File: src/rtl/comm_rr_arbiter_pkg.sv
// Shared definitions for the comm-channel round-robin arbiter.
package comm_defs;

  localparam int unsigned NUM_SRC = 4;
  localparam int unsigned SEL_W   = 2;

  typedef enum logic [1:0] {
    IDLE  = 2'd0,
    GRANT = 2'd1,
    XFER  = 2'd2
  } state_t;

  function automatic logic [NUM_SRC-1:0] onehot(input logic [SEL_W-1:0] idx);
    return NUM_SRC'(1) << idx;
  endfunction

endpackage

File: src/rtl/comm_rr_arbiter_enco_4to2.sv
// 4-to-2 one-hot to binary encoder; lowest set bit wins if several are set.
module enco_4to2 (
  input  logic [3:0] onehot,
  output logic [1:0] code,
  output logic       valid
);

  always_comb begin
    code = '0;
    if (onehot[0])      code = 2'd0;
    else if (onehot[1]) code = 2'd1;
    else if (onehot[2]) code = 2'd2;
    else if (onehot[3]) code = 2'd3;
  end

  assign valid = |onehot;

endmodule

File: src/rtl/comm_rr_arbiter.sv
// Round-robin burst arbiter sharing one comm channel between four TX sources.
module comm_rr_arbiter
  import comm_defs::*;
#(
  parameter int unsigned DATA_W    = 8,
  parameter int unsigned MAX_BURST = 8
) (
  input  logic                       clk,
  input  logic                       rst_n,
  input  logic [NUM_SRC-1:0]         req,
  input  logic [NUM_SRC-1:0]         tx_valid,
  input  logic [NUM_SRC*DATA_W-1:0]  tx_data,
  output logic [NUM_SRC-1:0]         tx_ready,
  input  logic                       ch_ready,
  output logic                       ch_valid,
  output logic [DATA_W-1:0]          ch_data,
  output logic [SEL_W-1:0]           ch_sel,
  output logic [NUM_SRC-1:0]         gnt,
  output logic                       busy
);

  localparam int unsigned          CNT_W    = $clog2(MAX_BURST + 1);
  localparam logic [CNT_W-1:0]     LAST_CNT = CNT_W'(MAX_BURST - 1);

  state_t             state;
  logic [SEL_W-1:0]   rr_ptr;
  logic [CNT_W-1:0]   beat_cnt;
  logic [NUM_SRC-1:0] gnt_nxt;
  logic [SEL_W-1:0]   sel_nxt;
  logic               sel_nxt_vld;
  logic               beat;
  logic               rel;

  // First requester at or after ptr, wrapping modulo NUM_SRC.
  function automatic logic [SEL_W-1:0] rr_pick(input logic [NUM_SRC-1:0] r,
                                              input logic [SEL_W-1:0]   ptr);
    logic [SEL_W-1:0] idx;
    logic [SEL_W-1:0] pick;
    logic             found;
    pick  = ptr;
    found = 1'b0;
    for (int unsigned i = 0; i < NUM_SRC; i++) begin
      idx = ptr + SEL_W'(i);
      if (!found && r[idx]) begin
        pick  = idx;
        found = 1'b1;
      end
    end
    return pick;
  endfunction

  always_comb begin
    ch_valid = 1'b0;
    ch_data  = '0;
    tx_ready = '0;
    if (state == XFER) begin
      ch_valid = tx_valid[ch_sel];
      ch_data  = tx_data[ch_sel*DATA_W +: DATA_W];
      tx_ready = ch_ready ? gnt : '0;
    end
  end

  assign beat = ch_valid & ch_ready;
  assign rel  = (state == XFER) &&
                ((beat && (beat_cnt == LAST_CNT)) || (!req[ch_sel] && !beat));

  always_comb begin
    gnt_nxt = gnt;
    case (state)
      IDLE:    if (|req) gnt_nxt = onehot(rr_pick(req, rr_ptr));
      XFER:    if (rel) gnt_nxt = '0;
      default: ;
    endcase
  end

  // ch_sel is registered from the encoded next grant, so it only moves on a
  // new award and keeps the last owner while the grant is dropped.
  enco_4to2 u_enco (
    .onehot (gnt_nxt),
    .code   (sel_nxt),
    .valid  (sel_nxt_vld)
  );

  always_ff @(posedge clk) begin
    if (!rst_n) begin
      state    <= IDLE;
      gnt      <= '0;
      ch_sel   <= '0;
      busy     <= 1'b0;
      rr_ptr   <= '0;
      beat_cnt <= '0;
    end else begin
      gnt <= gnt_nxt;
      if (sel_nxt_vld) ch_sel <= sel_nxt;
      case (state)
        IDLE: begin
          if (|req) begin
            busy  <= 1'b1;
            state <= GRANT;
          end
        end
        GRANT: begin
          beat_cnt <= '0;
          state    <= XFER;
        end
        XFER: begin
          if (beat) beat_cnt <= beat_cnt + CNT_W'(1);
          if (rel) begin
            busy   <= 1'b0;
            rr_ptr <= ch_sel + SEL_W'(1);
            state  <= IDLE;
          end
        end
        default: begin
          busy  <= 1'b0;
          state <= IDLE;
        end
      endcase
    end
  end

endmodule
File: config.mk
export PLATFORM = sky130hd
export DESIGN_NAME = comm_rr_arbiter
export DESIGN_NICKNAME = d
export VERILOG_FILES = /design/src/rtl/comm_rr_arbiter_pkg.sv /design/src/rtl/comm_rr_arbiter_enco_4to2.sv /design/src/rtl/comm_rr_arbiter.sv
export SDC_FILE = /design/constraint.sdc
export NUM_CORES = 1
export LEC_CHECK = 0
export ABC_AREA = 0
export CAP_MARGIN = 25
export CORE_UTILIZATION = 35
export CTS_CLUSTER_SIZE = 10
export DETAILED_ROUTE_END_ITERATION = 8
export GPL_TIMING_DRIVEN = 0
export PLACE_DENSITY = 0.77
export SYNTH_ARGS = -nofsm -noshare
export SYNTH_HDL_FRONTEND = slang
export SYNTH_HIERARCHICAL = 1
export SYNTH_SLANG_ARGS = --single-unit
File: constraint.sdc
create_clock -name clk -period 3.7 [get_ports clk]
set_input_delay 0.925 -clock clk [delete_from_list [all_inputs] [get_ports clk]]
set_output_delay 0.925 -clock clk [all_outputs]
set_load 0.02 [all_outputs]
Word-level counts from Yosys, hierarchy flattened
Index checks and enable logic that the tools add are counted.
- multiplexer cells: 45
- $mul: 0
- reduce and logical (&&, ||, !) cells: 20
- bitwise gates (word level): 2
- div/mod/pow operators: 0
- magnitude comparators: 5
- add/sub/neg operators: 5
- shift-type cells: 2
- eq/ne operators: 6
- operator list (operator ; number):
    indexed part select 32 x 6 -> 8 bit ; 1
    two-way mux 2 bit ; 11
    two-way mux 4 bit ; 5
    two-way mux 1 bit ; 18
    one-hot mux 4 bit (2 select lines) ; 2
    < comparator 2 x 3 -> 1 bit (second input constant) ; 5
    binary-select mux 1 bit (select 2 bit) ; 6
    two-way mux 8 bit ; 1
    OR reduction 4 bit ; 2
    logical AND 1 bit ; 6
    != test 2 bit (second input constant) ; 3
    one-hot mux 2 bit (3 select lines) ; 1
    AND reduction 2 bit ; 3
    logical NOT 1 bit ; 5
    adder 2 x 1 -> 2 bit (second input constant) ; 2
    adder 2 bit (second input constant) ; 2
    adder 4 x 1 -> 4 bit (second input constant) ; 1
    equality test 4 x 3 -> 1 bit (second input constant) ; 1
    left shift 1 x 2 -> 4 bit (first input constant) ; 1
    one-hot mux 1 bit (3 select lines) ; 1
    AND reduction 3 bit ; 1
    equality test 2 x 1 -> 1 bit (second input constant) ; 1
    equality test 2 bit (second input constant) ; 1
    logical NOT 2 bit ; 1
    other kinds (4) ; 4
- ROM bits: 0
- RAM bits: 0
- latch bits: 0
- word-level logic and storage cells: 91
- output and inout bits: 20
- register bits after elaboration: 15
- memories kept: 0

Logic depth before layout (Yosys ltp)
Gate-level depths: netlist (run 1).
- depth after elaboration: 27
- mapped depth: 10
- depth with buffers taken out: 10

Hierarchy
Netlist (run 1), hierarchy kept.
- modules (own cells, without submodules) (module ; area an instance (um^2) ; cells each ; seq. area each (um^2) ; instances):
    comm_rr_arbiter ; 1143.6 ; 123 ; 300.3 ; 1
    enco_4to2 ; 35.0 ; 7 ; 0.0 ; 1

Least setup slack after synthesis (run 1)
OpenSTA, ideal clock, no wires.
- path type: register to output
- start point: register ch_sel[0]
- end point: output ch_data[0]
- arrival time: 1.604 ns
- stages on the path, launching flop included: 5
- slack: 1.171 ns
- cells stage by stage: dfxtp_1 -> buf_6 -> buf_2 -> mux4_2 -> and2_1
- word-level cells in the longest chain between the ends: 2
- RTL lines (item ; RTL line ; RTL):
    start: declaration ; comm_rr_arbiter.sv:17 ; output logic [SEL_W-1:0] ch_sel,
    start signal: assignment ; comm_rr_arbiter.sv:94 ; if (sel_nxt_vld) ch_sel <= sel_nxt;
    indexed part select 32 x 6 -> 8 bit ; comm_rr_arbiter.sv:58 ; ch_data = tx_data[ch_sel*DATA_W +: DATA_W];
    two-way mux 8 bit ; comm_rr_arbiter.sv:56 ; if (state == XFER) begin
    end: declaration ; comm_rr_arbiter.sv:16 ; output logic [DATA_W-1:0] ch_data,
No other way between the ends.

Worst setup path after layout (run 1)
- start point: input tx_data[19]
- end point: output ch_data[3]
- word-level cells in the longest chain between the ends: 2
- RTL lines (item ; RTL line ; RTL):
    start: declaration ; comm_rr_arbiter.sv:12 ; input logic [NUM_SRC*DATA_W-1:0] tx_data,
    indexed part select 32 x 6 -> 8 bit ; comm_rr_arbiter.sv:58 ;
    two-way mux 8 bit ; comm_rr_arbiter.sv:56 ;
No other way between the ends.

==> qor.json, run 1 <==
{
  "clock_tree_from_tritoncts": {"value": "done"},
  "ctsResizeCount": {"value": 0},
  "critPathCaptureType": {"value": "primary output"},
  "clock-skew-final": {"value": 0.005381, "unit": "ns"},
  "grt_most_used_layer": {"value": "met2"},
  "cp_cell_sequence": {"value": "clkdlybuf4s50_1 > mux4_2 > and2_1 > clkdlybuf4s50_1"},
  "finalNonFillerCells": {"value": 240},
  "detail_route.first_pass.iterations": {"value": 4},
  "ctsHoldBuffers": {"value": 0},
  "start_util": {"value": 0.3768},
  "worst-path-max-fanout": {"value": 1},
  "yosys_warnings": {"value": 6},
  "synth-seq-cells": {"value": 15},
  "power.density_cell_area": {"value": 274.8, "unit": "nW/um^2"},
  "max-cap-violations": {"value": 0},
  "drt-total-wl": {"value": 3.500, "unit": "mm"},
  "groute.usage.overall": {"value": 0.2033},
  "p_leak": {"value": 0.6875, "unit": "nW"},
  "place.gp.congestion": {"value": 0.8091},
  "grt_setup_unrepaired": {"value": "no"},
  "min_period_over_period": {"value": 0.9345},
  "setup_total_negative_slack": {"value": 0, "unit": "ns"},
  "die_x": {"value": 60.03, "unit": "um"},
  "antenna_found_initial": {"value": 0},
  "setup_slack": {"value": 0.2422, "unit": "ns"},
  "cp.required": {"value": 2.77, "unit": "ns"},
  "count_of_antenna_diodes_in_the_layout": {"value": 0},
  "grt_pass1_vias": {"value": 1252},
  "timing.critical_path.max_delay_family": {"value": "buffers and inverters"},
  "num_rows": {"value": 20},
  "grt_util_met1": {"value": 0.2380},
  "grt_util_met2": {"value": 0.3730},
  "cts_setup_buffers": {"value": 0},
  "slew_headroom": {"value": 0.5496},
  "synth_nets": {"value": 174},
  "grt_pass1_wl": {"value": 5.478, "unit": "mm"},
  "ffs_w_async_s_r_synth": {"value": 0},
  "post-place-ws": {"value": 0.2500, "unit": "ns"},
  "vias": {"value": 1294},
  "finalSetupViolCount": {"value": 0},
  "slew_viol_final": {"value": 0},
  "fmax": {"value": 0.2892, "unit": "GHz"},
  "layout-area-overhead-vs-synth": {"value": 59.55, "unit": "%"},
  "peak_ir_drop_on_the_vdd_network": {"value": 0.0001657, "unit": "V"},
  "num-nets-final": {"value": 241},
  "clk_root_buffer_cell": {"value": "sky130_fd_sc_hd__clkbuf_4"},
  "number_of_endpoints_with_negative_hold_slack_in_the_final_report": {"value": 0},
  "share_of_final_layout_standard_cells_stronger_than_drive_strength_1": {"value": 0.1071},
  "cts.sink_count": {"value": 15},
  "cts_inserted_buffers": {"value": 3},
  "ys_dominant_reg_cell": {"value": "sky130_fd_sc_hd__dfxtp_1"},
  "mean_area_per_synthesized_cell": {"value": 9.066, "unit": "um^2"},
  "outcome": {"value": "finished, final reports clean"},
  "yosys_cell_types": {"value": 38},
  "avgViaCountPerCell": {"value": 5.392},
  "ys_seq_area_frac": {"value": 0.2548},
  "critical-path-slowest-cell": {"value": "sky130_fd_sc_hd__clkdlybuf4s50_1"},
  "postRouteAntennaNets": {"value": 0},
  "worstMarginPinSlew": {"value": 0.6694, "unit": "ns"},
  "fp.dieArea": {"value": 3604, "unit": "um^2"},
  "path_class": {"value": "primary input to primary output"},
  "p_total": {"value": 0.0005168, "unit": "W"},
  "path_class_of_the_lowest_slack_min_delay_path": {"value": "flip-flop to flip-flop"},
  "mappedNetlistArea": {"value": 1179, "unit": "um^2"},
  "synth-edff-count": {"value": 0},
  "cts_max_level": {"value": 1},
  "io_buffer_count": {"value": 62},
  "drtIter0Drc": {"value": 68},
  "worstPathBufferInverterCount": {"value": 2},
  "post-place-cells": {"value": 236},
  "timing.critical_path.arrival": {"value": 2.53, "unit": "ns"},
  "top_level_ports": {"value": 63},
  "area_used_by_multi_input_combinational_logic": {"value": 815.8, "unit": "um^2"},
  "clk_latency": {"value": 0.28, "unit": "ns"},
  "sequential_cell_area_in_the_final_layout": {"value": 300.3, "unit": "um^2"},
  "overflow": {"value": 0},
  "dp_hpwl": {"value": 2.909, "unit": "mm"},
  "cp_slowest_stage_delay": {"value": 0.53, "unit": "ns"},
  "clockBufferDepth": {"value": 2},
  "floorplan.die.height": {"value": 60.03, "unit": "um"},
  "core_region_area": {"value": 3128, "unit": "um^2"},
  "final_util": {"value": 0.6012},
  "grtUsageMet3": {"value": 0.02597},
  "wl_per_cell": {"value": 14.58, "unit": "um"},
  "num-fill-cells": {"value": 279},
  "timing.critical_path.mode_cell": {"value": "sky130_fd_sc_hd__clkdlybuf4s50_1"},
  "pin_count_of_the_biggest_net_entering_global_routing": {"value": 11},
  "post_synth_inst_count": {"value": 130},
  "final.min_clock_period": {"value": 3.458, "unit": "ns"},
  "worst_setup_start_kind": {"value": "primary input"},
  "regToRegSetupSlack": {"value": 1.43, "unit": "ns"},
  "clkSlewWorstSetupHoldPaths": {"value": 0.09, "unit": "ns"},
  "drc": {"value": 0}
}
sequential cells by signal, indices dropped and copies added, names as in the netlist:
| register | count |
|---|---|
| beat_cnt | 4 |
| busy | 1 |
| ch_sel | 2 |
| gnt | 4 |
| rr_ptr | 2 |
| state | 2 |
metrics by stage:
| stage | hold WS, ns | area, um^2 |
|---|---|---|
| 2_1_floorplan | 0.4804 | 1179 |
| 3_5_place_dp | 0.4965 | 1854 |
| 4_1_cts | 0.5079 | 1881 |
| 3_3_place_gp | 0.4838 | 1854 |
| 6_report | 0.5053 | 1881 |
| 5_1_grt | 0.5401 | 1881 |
layout make-up:
type / instances / share of cell area
Multi-Input combinational cell: 103 / 0.4338
Inverter: 5 / 0.009980
Tap cell: 44 / 0.02927
Clock buffer: 4 / 0.01397
Buffer: 7 / 0.02329
Timing Repair Buffer: 62 / 0.3300
Sequential cell: 15 / 0.1597
cell usage after synthesis, types with 3 or more instances:
master / count / area (um^2)
sky130_fd_sc_hd__a21oi_1: 8 / 40.04
sky130_fd_sc_hd__mux4_2: 10 / 225.2
sky130_fd_sc_hd__mux2i_1: 5 / 50.05
sky130_fd_sc_hd__nor2_1: 13 / 48.80
sky130_fd_sc_hd__and3_1: 5 / 31.28
sky130_fd_sc_hd__dfxtp_1: 15 / 300.3
sky130_fd_sc_hd__inv_1: 5 / 18.77
sky130_fd_sc_hd__nor2b_1: 3 / 18.77
sky130_fd_sc_hd__or3_1: 3 / 18.77
sky130_fd_sc_hd__and2_1: 11 / 68.82
sky130_fd_sc_hd__nand2_1: 13 / 48.80
worst min-delay path, cell delays in order, from the launching register on:
cell and delay, ns:
sky130_fd_sc_hd__dfxtp_1 0.33, sky130_fd_sc_hd__nand2_1 0.08, sky130_fd_sc_hd__a21oi_1 0.06
cell usage in the layout, fill, tap and decap left out, types with 3 or more instances in the layout:
| master | Yosys | layout |
|---|---|---|
| sky130_fd_sc_hd__clkdlybuf4s50_1 | 0 | 62 |
| sky130_fd_sc_hd__or3_1 | 3 | 3 |
| sky130_fd_sc_hd__clkbuf_4 | 0 | 3 |
| sky130_fd_sc_hd__nor2b_1 | 3 | 3 |
| sky130_fd_sc_hd__inv_1 | 5 | 5 |
| sky130_fd_sc_hd__and3_1 | 5 | 5 |
| sky130_fd_sc_hd__mux2i_1 | 5 | 5 |
| sky130_fd_sc_hd__and2_1 | 11 | 11 |
| sky130_fd_sc_hd__a21oi_1 | 8 | 8 |
| sky130_fd_sc_hd__dfxtp_1 | 15 | 15 |
| sky130_fd_sc_hd__clkbuf_1 | 2 | 3 |
| sky130_fd_sc_hd__mux4_2 | 10 | 10 |
| sky130_fd_sc_hd__nand2_1 | 13 | 13 |
| sky130_fd_sc_hd__nor2_1 | 13 | 13 |
power breakdown:
part / switching, W / leakage, nW / total [W] / internal (W)
registers: 0.0000117 / 0.122 / 0.000185 / 0.000174
clock network: 0.0000507 / 0.0150 / 0.0000925 / 0.0000418
logic: 0.000107 / 0.550 / 0.000239 / 0.000132
per-layer routing:
metal | share of wire | vias up | routed length [um]
met4 | 0.016 | 0 | 55
met5 | 0 | - | 0
met2 | 0.53 | 50 | 1844
met3 | 0.052 | 8 | 181
li1 | - | 615 | -
met1 | 0.41 | 621 | 1419
final timing paths:
check,start,to,cells after the start
min,gnt[1],gnt[1],2
min reg2reg,gnt[1],gnt[1],2
max,tx_data[19],ch_data[3],4
max reg2reg,ch_sel[0],ch_sel[1],9
kinds of logic after synthesis:
| kind of cell | Yosys count | synth area share |
|---|---|---|
| adder cells (fa/ha/maj) | 1 | 0.01061 |
| XOR/XNOR | 3 | 0.02230 |
| AO/OA/AOI/OAI | 25 | 0.1592 |
| AND/OR/NAND/NOR | 58 | 0.2569 |
| multiplexers | 16 | 0.2431 |
| flip-flops | 15 | 0.2548 |
| buffers and inverters | 12 | 0.05307 |
(Power assumes the default switching activity.)
==> inputs of run 2 (changes only) <==
--- a/config.mk
+++ b/config.mk
@@ -10,7 +10,7 @@
 export CORE_UTILIZATION = 35
 export CTS_CLUSTER_SIZE = 10
 export DETAILED_ROUTE_END_ITERATION = 8
-export GPL_TIMING_DRIVEN = 0
+export GPL_TIMING_DRIVEN = 1
 export PLACE_DENSITY = 0.77
 export SYNTH_ARGS = -nofsm -noshare
 export SYNTH_HDL_FRONTEND = slang
==> run 2 against run 1 <==
Setup slack worse by 0.0029 ns; routed wire length down 0.91%; highest routed layer unchanged; final cell count is 2.1% lower.
==> qor.json, run 2 (synthesis results as in run 1) <==
{
  "grt_pass1_wl": {"value": 5.395, "unit": "mm", "change": "-1.5%"},
  "hold_path_depth": {"value": 2, "change": "unchanged"},
  "outcome": {"value": "finished, final reports clean"},
  "ctsResizeCount": {"value": 0, "change": "unchanged"},
  "clock-skew-final": {"value": 0.001998, "unit": "ns", "change": "-0.003383 ns"},
  "peak_ir_drop_on_the_vdd_network": {"value": 0.0001230, "unit": "V", "change": "-26%"},
  "fmax": {"value": 0.2890, "unit": "GHz", "change": "about the same"},
  "antenna_found_initial": {"value": 0, "change": "unchanged"},
  "worst_setup_start_kind": {"value": "primary input"},
  "p_leak": {"value": 0.6751, "unit": "nW", "change": "-1.8%"},
  "path_class": {"value": "primary input to primary output"},
  "count_of_antenna_diodes_in_the_layout": {"value": 0, "change": "unchanged"},
  "drc": {"value": 0, "change": "unchanged"},
  "max-cap-violations": {"value": 0, "change": "unchanged"},
  "drtIter0Drc": {"value": 48, "change": "-29%"},
  "cts_inserted_buffers": {"value": 3, "change": "unchanged"},
  "avgViaCountPerCell": {"value": 5.200, "change": "-3.6%"},
  "regToRegSetupSlack": {"value": 0.92, "unit": "ns", "change": "-0.51 ns"},
  "wl_per_cell": {"value": 14.76, "unit": "um", "change": "+1.2%"},
  "cp.required": {"value": 2.77, "unit": "ns", "change": "about the same"},
  "pin_count_of_the_biggest_net_entering_global_routing": {"value": 16, "change": "+5"},
  "ctsHoldBuffers": {"value": 0, "change": "unchanged"},
  "hold_start": {"value": "gnt[3]"},
  "cts_setup_buffers": {"value": 0, "change": "unchanged"},
  "io_buffer_count": {"value": 62, "change": "unchanged"},
  "num_rows": {"value": 20, "change": "unchanged"},
  "grt_setup_unrepaired": {"value": "no"},
  "timing.critical_path.max_delay_family": {"value": "buffers and inverters"},
  "power.density_cell_area": {"value": 278.8, "unit": "nW/um^2", "change": "+1.5%"},
  "fp.dieArea": {"value": 3604, "unit": "um^2", "change": "unchanged"},
  "detail_route.first_pass.iterations": {"value": 4, "change": "unchanged"},
  "grt_pass1_vias": {"value": 1224, "change": "-2.2%"},
  "clockBufferDepth": {"value": 2, "change": "unchanged"},
  "worst-path-max-fanout": {"value": 2, "change": "+1"},
  "postRouteAntennaNets": {"value": 0, "change": "unchanged"},
  "cts_max_level": {"value": 1, "change": "unchanged"},
  "slew_viol_final": {"value": 0, "change": "unchanged"},
  "most_common_library_cell_in_the_layout_ignoring_fill_and_taps": {"value": "sky130_fd_sc_hd__clkdlybuf4s50_1"},
  "core_region_area": {"value": 3128, "unit": "um^2", "change": "unchanged"},
  "worstPathBufferInverterCount": {"value": 2, "change": "unchanged"},
  "num-fill-cells": {"value": 286, "change": "+2.5%"},
  "post-place-cells": {"value": 231, "change": "-2.1%"},
  "final.min_clock_period": {"value": 3.461, "unit": "ns", "change": "+0.002944 ns"},
  "die_x": {"value": 60.03, "unit": "um", "change": "unchanged"},
  "critical-path-slowest-cell": {"value": "sky130_fd_sc_hd__clkdlybuf4s50_1"},
  "largest_registers": {"value": "beat_cnt (4), gnt (4)"},
  "clk_root_buffer_cell": {"value": "sky130_fd_sc_hd__clkbuf_4"},
  "groute.usage.overall": {"value": 0.2037, "change": "+0.0004537"},
  "timing.critical_path.mode_cell": {"value": "sky130_fd_sc_hd__clkdlybuf4s50_1"},
  "clkSlewWorstSetupHoldPaths": {"value": 0.09, "unit": "ns", "change": "about the same"},
  "clock_tree_from_tritoncts": {"value": "done"},
  "top_level_ports": {"value": 63, "change": "unchanged"},
  "setup_total_negative_slack": {"value": 0, "unit": "ns", "change": "unchanged"},
  "most-common-layout-cells": {"value": "sky130_fd_sc_hd__clkdlybuf4s50_1 (62), sky130_fd_sc_hd__dfxtp_1 (15), sky130_fd_sc_hd__nand2_1 (13), sky130_fd_sc_hd__nor2_1 (13), sky130_fd_sc_hd__and2_1 (11)"},
  "vias": {"value": 1222, "change": "-5.6%"},
  "num-nets-final": {"value": 236, "change": "-2.1%"},
  "rr_startpoint": {"value": "ch_sel[0]"},
  "cts.sink_count": {"value": 15, "change": "unchanged"},
  "clk_latency": {"value": 0.29, "unit": "ns", "change": "about the same"},
  "dp_hpwl": {"value": 2.824, "unit": "mm", "change": "-2.9%"},
  "worstMarginPinSlew": {"value": 0.6963, "unit": "ns", "change": "+0.02689 ns"},
  "finalNonFillerCells": {"value": 235, "change": "-2.1%"},
  "share_of_final_layout_standard_cells_stronger_than_drive_strength_1": {"value": 0.1047, "change": "-0.002431"},
  "floorplan.die.height": {"value": 60.03, "unit": "um", "change": "unchanged"},
  "rr_worst_depth": {"value": 9, "change": "unchanged"},
  "min_period_over_period": {"value": 0.9353, "change": "about the same"},
  "number_of_endpoints_with_negative_hold_slack_in_the_final_report": {"value": 0, "change": "unchanged"},
  "timing.critical_path.arrival": {"value": 2.54, "unit": "ns", "change": "about the same"},
  "overflow": {"value": 0, "change": "unchanged"},
  "cp_slowest_stage_delay": {"value": 0.53, "unit": "ns", "change": "about the same"},
  "path_class_of_the_lowest_slack_min_delay_path": {"value": "flip-flop to flip-flop"},
  "min_delay_worst_endpoint": {"value": "gnt[3]"},
  "rr_endpoint": {"value": "ch_sel[0]"},
  "layout-area-overhead-vs-synth": {"value": 57.22, "unit": "%"},
  "critPathCaptureType": {"value": "primary output"},
  "cp_cell_sequence": {"value": "clkdlybuf4s50_1 > mux4_2 > and2_1 > clkdlybuf4s50_1"},
  "slew_headroom": {"value": 0.5351, "change": "-0.01445"},
  "final_util": {"value": 0.5924, "change": "-0.008800"},
  "start_util": {"value": 0.3768, "change": "unchanged"},
  "place.gp.congestion": {"value": 0.8244, "change": "+1.9%"},
  "drt-total-wl": {"value": 3.468, "unit": "mm", "change": "-0.91%"},
  "finalSetupViolCount": {"value": 0, "change": "unchanged"}
}
==> run 2: cell count changes in the layout (fill, tap and decap cells not counted) <==
| cell | previous run | this run |
|---|---|---|
| sky130_fd_sc_hd__buf_1 | 1 | 0 |
| sky130_fd_sc_hd__buf_2 | 1 | 0 |
| sky130_fd_sc_hd__buf_4 | 0 | 2 |
| sky130_fd_sc_hd__buf_6 | 2 | 0 |
| sky130_fd_sc_hd__clkbuf_1 | 3 | 0 |
| sky130_fd_sc_hd__clkbuf_2 | 1 | 0 |
| sky130_fd_sc_hd__clkinv_2 | 0 | 1 |
==> run 2: stage by stage <==
stage | setup slack, ns | power [W] | hold slack (ns) | instance area, um^2
2_1_floorplan | 1.171 | 0.0003267 | 0.4804 | 1179
3_3_place_gp | 0.2758 | 0.0004176 | 0.4939 | 1826
3_5_place_dp | 0.2312 | 0.0004247 | 0.4861 | 1826
4_1_cts | 0.2275 | 0.0005206 | 0.5019 | 1853
5_1_grt | 0.1996 | 0.0005468 | 0.5288 | 1853
6_report | 0.2393 | 0.0005167 | 0.5008 | 1853
==> run 2: area by class of cell <==
cell class | instances | area [um^2] | area share
multi-input cells | 103 | 815.8 | 0.4402
repair buffers | 64 | 635.6 | 0.3430
clock inverters | 1 | 5.005 | 0.002701
clock buffers | 3 | 22.52 | 0.01215
flip-flops and latches | 15 | 300.3 | 0.1621
inverters | 5 | 18.77 | 0.01013
well taps | 44 | 55.05 | 0.02971
==> run 2: routing by layer <==
layer | track usage | share of wire
met1 | 0.2299 | 0.44
met2 | 0.3667 | 0.50
met3 | 0.03247 | 0.038
met4 | 0.1030 | 0.024
met5 | 0 | 0
==> run 2: worst max-delay path by stage <==
stage,start,endpoint,slack [ns],cells after the start
after floorplan,ch_sel[0],ch_data[0],1.17,4
after global placement,tx_valid[3],ch_valid,0.28,4
after detailed placement,tx_valid[3],ch_valid,0.23,4
after CTS,tx_valid[3],ch_valid,0.23,4
after global routing,tx_valid[3],ch_valid,0.20,4
final,tx_valid[3],ch_valid,0.24,4
==> run 2: tightest hold or removal path, stage by stage, from the launching register on <==
cell	delay, ns
sky130_fd_sc_hd__dfxtp_1	0.33
sky130_fd_sc_hd__nand2_1	0.07
sky130_fd_sc_hd__a21oi_1	0.05
==> run 2: power by group <==
group          internal (W)  switching, W  leakage (nW)
clock             0.0000403     0.0000554        0.0177
sequential         0.000174     0.0000218         0.122
combinational      0.000130     0.0000961         0.535
==> inputs of run 3 (changes only) <==
--- a/config.mk
+++ b/config.mk
@@ -11,6 +11,7 @@
 export CTS_CLUSTER_SIZE = 10
 export DETAILED_ROUTE_END_ITERATION = 8
 export GPL_TIMING_DRIVEN = 1
+export MAX_ROUTING_LAYER = met4
 export PLACE_DENSITY = 0.77
 export SYNTH_ARGS = -nofsm -noshare
 export SYNTH_HDL_FRONTEND = slang
==> run 3 against run 2 <==
Count of clock-buffer cells in the layout unchanged; cell area stayed put; sequential power hardly changed; core utilization did not move; register-to-register slack got worse by 0.02 ns; critical path type unchanged; critical endpoint unchanged.
==> qor.json, run 3 (synthesis results as in run 1) <==
{
  "slew_viol_final": {"value": 0, "change": "unchanged"},
  "drtIter0Drc": {"value": 44, "change": "-8.3%"},
  "io_buffer_count": {"value": 62, "change": "unchanged"},
  "groute.usage.overall": {"value": 0.2102, "change": "+0.006462"},
  "placed_cell_area": {"value": 1826, "unit": "um^2", "change": "unchanged"},
  "num_rows": {"value": 20, "change": "unchanged"},
  "clk_root_buffer_cell": {"value": "sky130_fd_sc_hd__clkbuf_4"},
  "top_level_ports": {"value": 63, "change": "unchanged"},
  "cts_max_level": {"value": 1, "change": "unchanged"},
  "avgViaCountPerCell": {"value": 5.217, "change": "+0.33%"},
  "timing.critical_path.arrival": {"value": 2.54, "unit": "ns", "change": "about the same"},
  "worst_setup_start_kind": {"value": "primary input"},
  "setup_total_negative_slack": {"value": 0, "unit": "ns", "change": "unchanged"},
  "pin_count_of_the_biggest_net_entering_global_routing": {"value": 16, "change": "unchanged"},
  "peak_ir_drop_on_the_vdd_network": {"value": 0.0001232, "unit": "V", "change": "+0.13%"},
  "post-place-ws": {"value": 0.2312, "unit": "ns", "change": "unchanged"},
  "number_of_endpoints_with_negative_hold_slack_in_the_final_report": {"value": 0, "change": "unchanged"},
  "timing.critical_path.max_delay_family": {"value": "buffers and inverters"},
  "clock-skew-final": {"value": 0.002221, "unit": "ns", "change": "+0.0002231 ns"},
  "overflow": {"value": 0, "change": "unchanged"},
  "share_of_final_layout_standard_cells_stronger_than_drive_strength_1": {"value": 0.1047, "change": "unchanged"},
  "fp.dieArea": {"value": 3604, "unit": "um^2", "change": "unchanged"},
  "max-cap-violations": {"value": 0, "change": "unchanged"},
  "finalSetupViolCount": {"value": 0, "change": "unchanged"},
  "drc": {"value": 0, "change": "unchanged"},
  "layout-area-overhead-vs-synth": {"value": 57.22, "unit": "%", "change": "unchanged"},
  "floorplan.die.height": {"value": 60.03, "unit": "um", "change": "unchanged"},
  "grt_pass1_vias": {"value": 1221, "change": "-0.25%"},
  "final.min_clock_period": {"value": 3.460, "unit": "ns", "change": "-0.0003640 ns"},
  "cts_setup_buffers": {"value": 0, "change": "unchanged"},
  "wl_per_cell": {"value": 14.83, "unit": "um", "change": "+0.46%"},
  "cp.required": {"value": 2.77, "unit": "ns", "change": "about the same"},
  "largest_registers": {"value": "beat_cnt (4), gnt (4)"},
  "routed_met2_length": {"value": 1.750, "unit": "mm", "change": "+0.63%"},
  "die_x": {"value": 60.03, "unit": "um", "change": "unchanged"},
  "antenna_found_initial": {"value": 0, "change": "unchanged"},
  "start_util": {"value": 0.3768, "change": "unchanged"},
  "min_period_over_period": {"value": 0.9352, "change": "about the same"},
  "timing.critical_path.mode_cell": {"value": "sky130_fd_sc_hd__clkdlybuf4s50_1"},
  "worstMarginPinSlew": {"value": 0.6997, "unit": "ns", "change": "+0.003378 ns"},
  "path_class_of_the_lowest_slack_min_delay_path": {"value": "flip-flop to flip-flop"},
  "top_signal_layer_used": {"value": "met4"},
  "ctsResizeCount": {"value": 0, "change": "unchanged"},
  "cts.sink_count": {"value": 15, "change": "unchanged"},
  "detail_route.wirelength.met1": {"value": 1.511, "unit": "mm", "change": "-0.26%"},
  "drt-total-wl": {"value": 3.484, "unit": "mm", "change": "+0.46%"},
  "num-nets-final": {"value": 236, "change": "unchanged"},
  "finalNonFillerCells": {"value": 235, "change": "unchanged"},
  "path_class": {"value": "primary input to primary output"},
  "p_leak": {"value": 0.6751, "unit": "nW", "change": "unchanged"},
  "count_of_antenna_diodes_in_the_layout": {"value": 0, "change": "unchanged"},
  "route.met3.wl": {"value": 135, "unit": "um", "change": "+3.1%"},
  "slew_headroom": {"value": 0.5329, "change": "-0.002254"},
  "setup_slack": {"value": 0.2396, "unit": "ns", "change": "+0.0003640 ns"},
  "clkSlewWorstSetupHoldPaths": {"value": 0.09, "unit": "ns", "change": "about the same"},
  "worstPathBufferInverterCount": {"value": 2, "change": "unchanged"},
  "final_design_area_no_fill": {"value": 1853, "unit": "um^2", "change": "unchanged"},
  "power.density_cell_area": {"value": 279.0, "unit": "nW/um^2", "change": "about the same"},
  "clk_latency": {"value": 0.29, "unit": "ns", "change": "about the same"},
  "post-place-cells": {"value": 231, "change": "unchanged"},
  "num-fill-cells": {"value": 286, "change": "unchanged"},
  "grt_pass1_wl": {"value": 5.416, "unit": "mm", "change": "+0.39%"},
  "dp_hpwl": {"value": 2.824, "unit": "mm", "change": "unchanged"},
  "grt_setup_unrepaired": {"value": "no"},
  "clock_tree_from_tritoncts": {"value": "done"},
  "critPathCaptureType": {"value": "primary output"},
  "fmax": {"value": 0.2890, "unit": "GHz", "change": "about the same"},
  "p_total": {"value": 0.0005170, "unit": "W", "change": "about the same"},
  "clockBufferDepth": {"value": 2, "change": "unchanged"},
  "place.gp.congestion": {"value": 0.8369, "change": "+1.5%"},
  "postRouteAntennaNets": {"value": 0, "change": "unchanged"},
  "cp_cell_sequence": {"value": "clkdlybuf4s50_1 > mux4_2 > and2_1 > clkdlybuf4s50_1"},
  "most_common_library_cell_in_the_layout_ignoring_fill_and_taps": {"value": "sky130_fd_sc_hd__clkdlybuf4s50_1"},
  "cp_slowest_stage_delay": {"value": 0.53, "unit": "ns", "change": "about the same"},
  "cts_inserted_buffers": {"value": 3, "change": "unchanged"},
  "ctsHoldBuffers": {"value": 0, "change": "unchanged"},
  "critical-path-slowest-cell": {"value": "sky130_fd_sc_hd__clkdlybuf4s50_1"},
  "detail_route.first_pass.iterations": {"value": 5, "change": "+1"},
  "worst-path-max-fanout": {"value": 2, "change": "unchanged"},
  "most-common-layout-cells": {"value": "sky130_fd_sc_hd__clkdlybuf4s50_1 (62), sky130_fd_sc_hd__dfxtp_1 (15), sky130_fd_sc_hd__nand2_1 (13), sky130_fd_sc_hd__nor2_1 (13), sky130_fd_sc_hd__and2_1 (11)"},
  "core_region_area": {"value": 3128, "unit": "um^2", "change": "unchanged"},
  "vias": {"value": 1226, "change": "+0.33%"},
  "outcome": {"value": "finished, final reports clean"}
}
## run 3: cell counts in the layout (fill, tap and decap cells not counted)
No cell type changed its count.
## run 3: per-stage QoR
step / hold WS [ns] / utilization
floorplan: 0.4804 / -
global placement: 0.4939 / 0.5836
detailed placement: 0.4861 / 0.5836
CTS: 0.5019 / 0.5924
global route: 0.5288 / 0.5924
finish: 0.5035 / 0.5924
## run 3: worst paths after layout
kind | startpoint | endpoint | slack, ns | depth (start not counted)
hold / removal | gnt[3] | gnt[3] | 0.50 | 2
hold reg to reg | gnt[3] | gnt[3] | 0.50 | 2
setup reg to reg | ch_sel[0] | ch_sel[0] | 0.90 | 9
setup / recovery | tx_valid[3] | ch_valid | 0.24 | 4
## run 3: where the power goes
group           total, W  switching, W  internal [W]
logic           0.000226     0.0000962      0.000130
clock network  0.0000958     0.0000555     0.0000403
registers       0.000195     0.0000219      0.000174
## run 3: metal layers
| metal | vias up | track usage |
|---|---|---|
| li1 | 604 | - |
| met3 | 9 | 0.03247 |
| met2 | 39 | 0.3667 |
| met4 | 0 | 0.1030 |
| met5 | - | - |
| met1 | 574 | 0.2313 |
## run 3: worst min-delay path: stages (launching register included)
cell,delay (ns)
sky130_fd_sc_hd__dfxtp_1,0.33
sky130_fd_sc_hd__nand2_1,0.07
sky130_fd_sc_hd__a21oi_1,0.05
## run 3: cell type report
type / count / area [um^2] / share of cell area
clock buffers: 3 / 22.52 / 0.01215
clock inverters: 1 / 5.005 / 0.002701
inverters: 5 / 18.77 / 0.01013
multi-input cells: 103 / 815.8 / 0.4402
flip-flops and latches: 15 / 300.3 / 0.1621
well taps: 44 / 55.05 / 0.02971
repair buffers: 64 / 635.6 / 0.3430
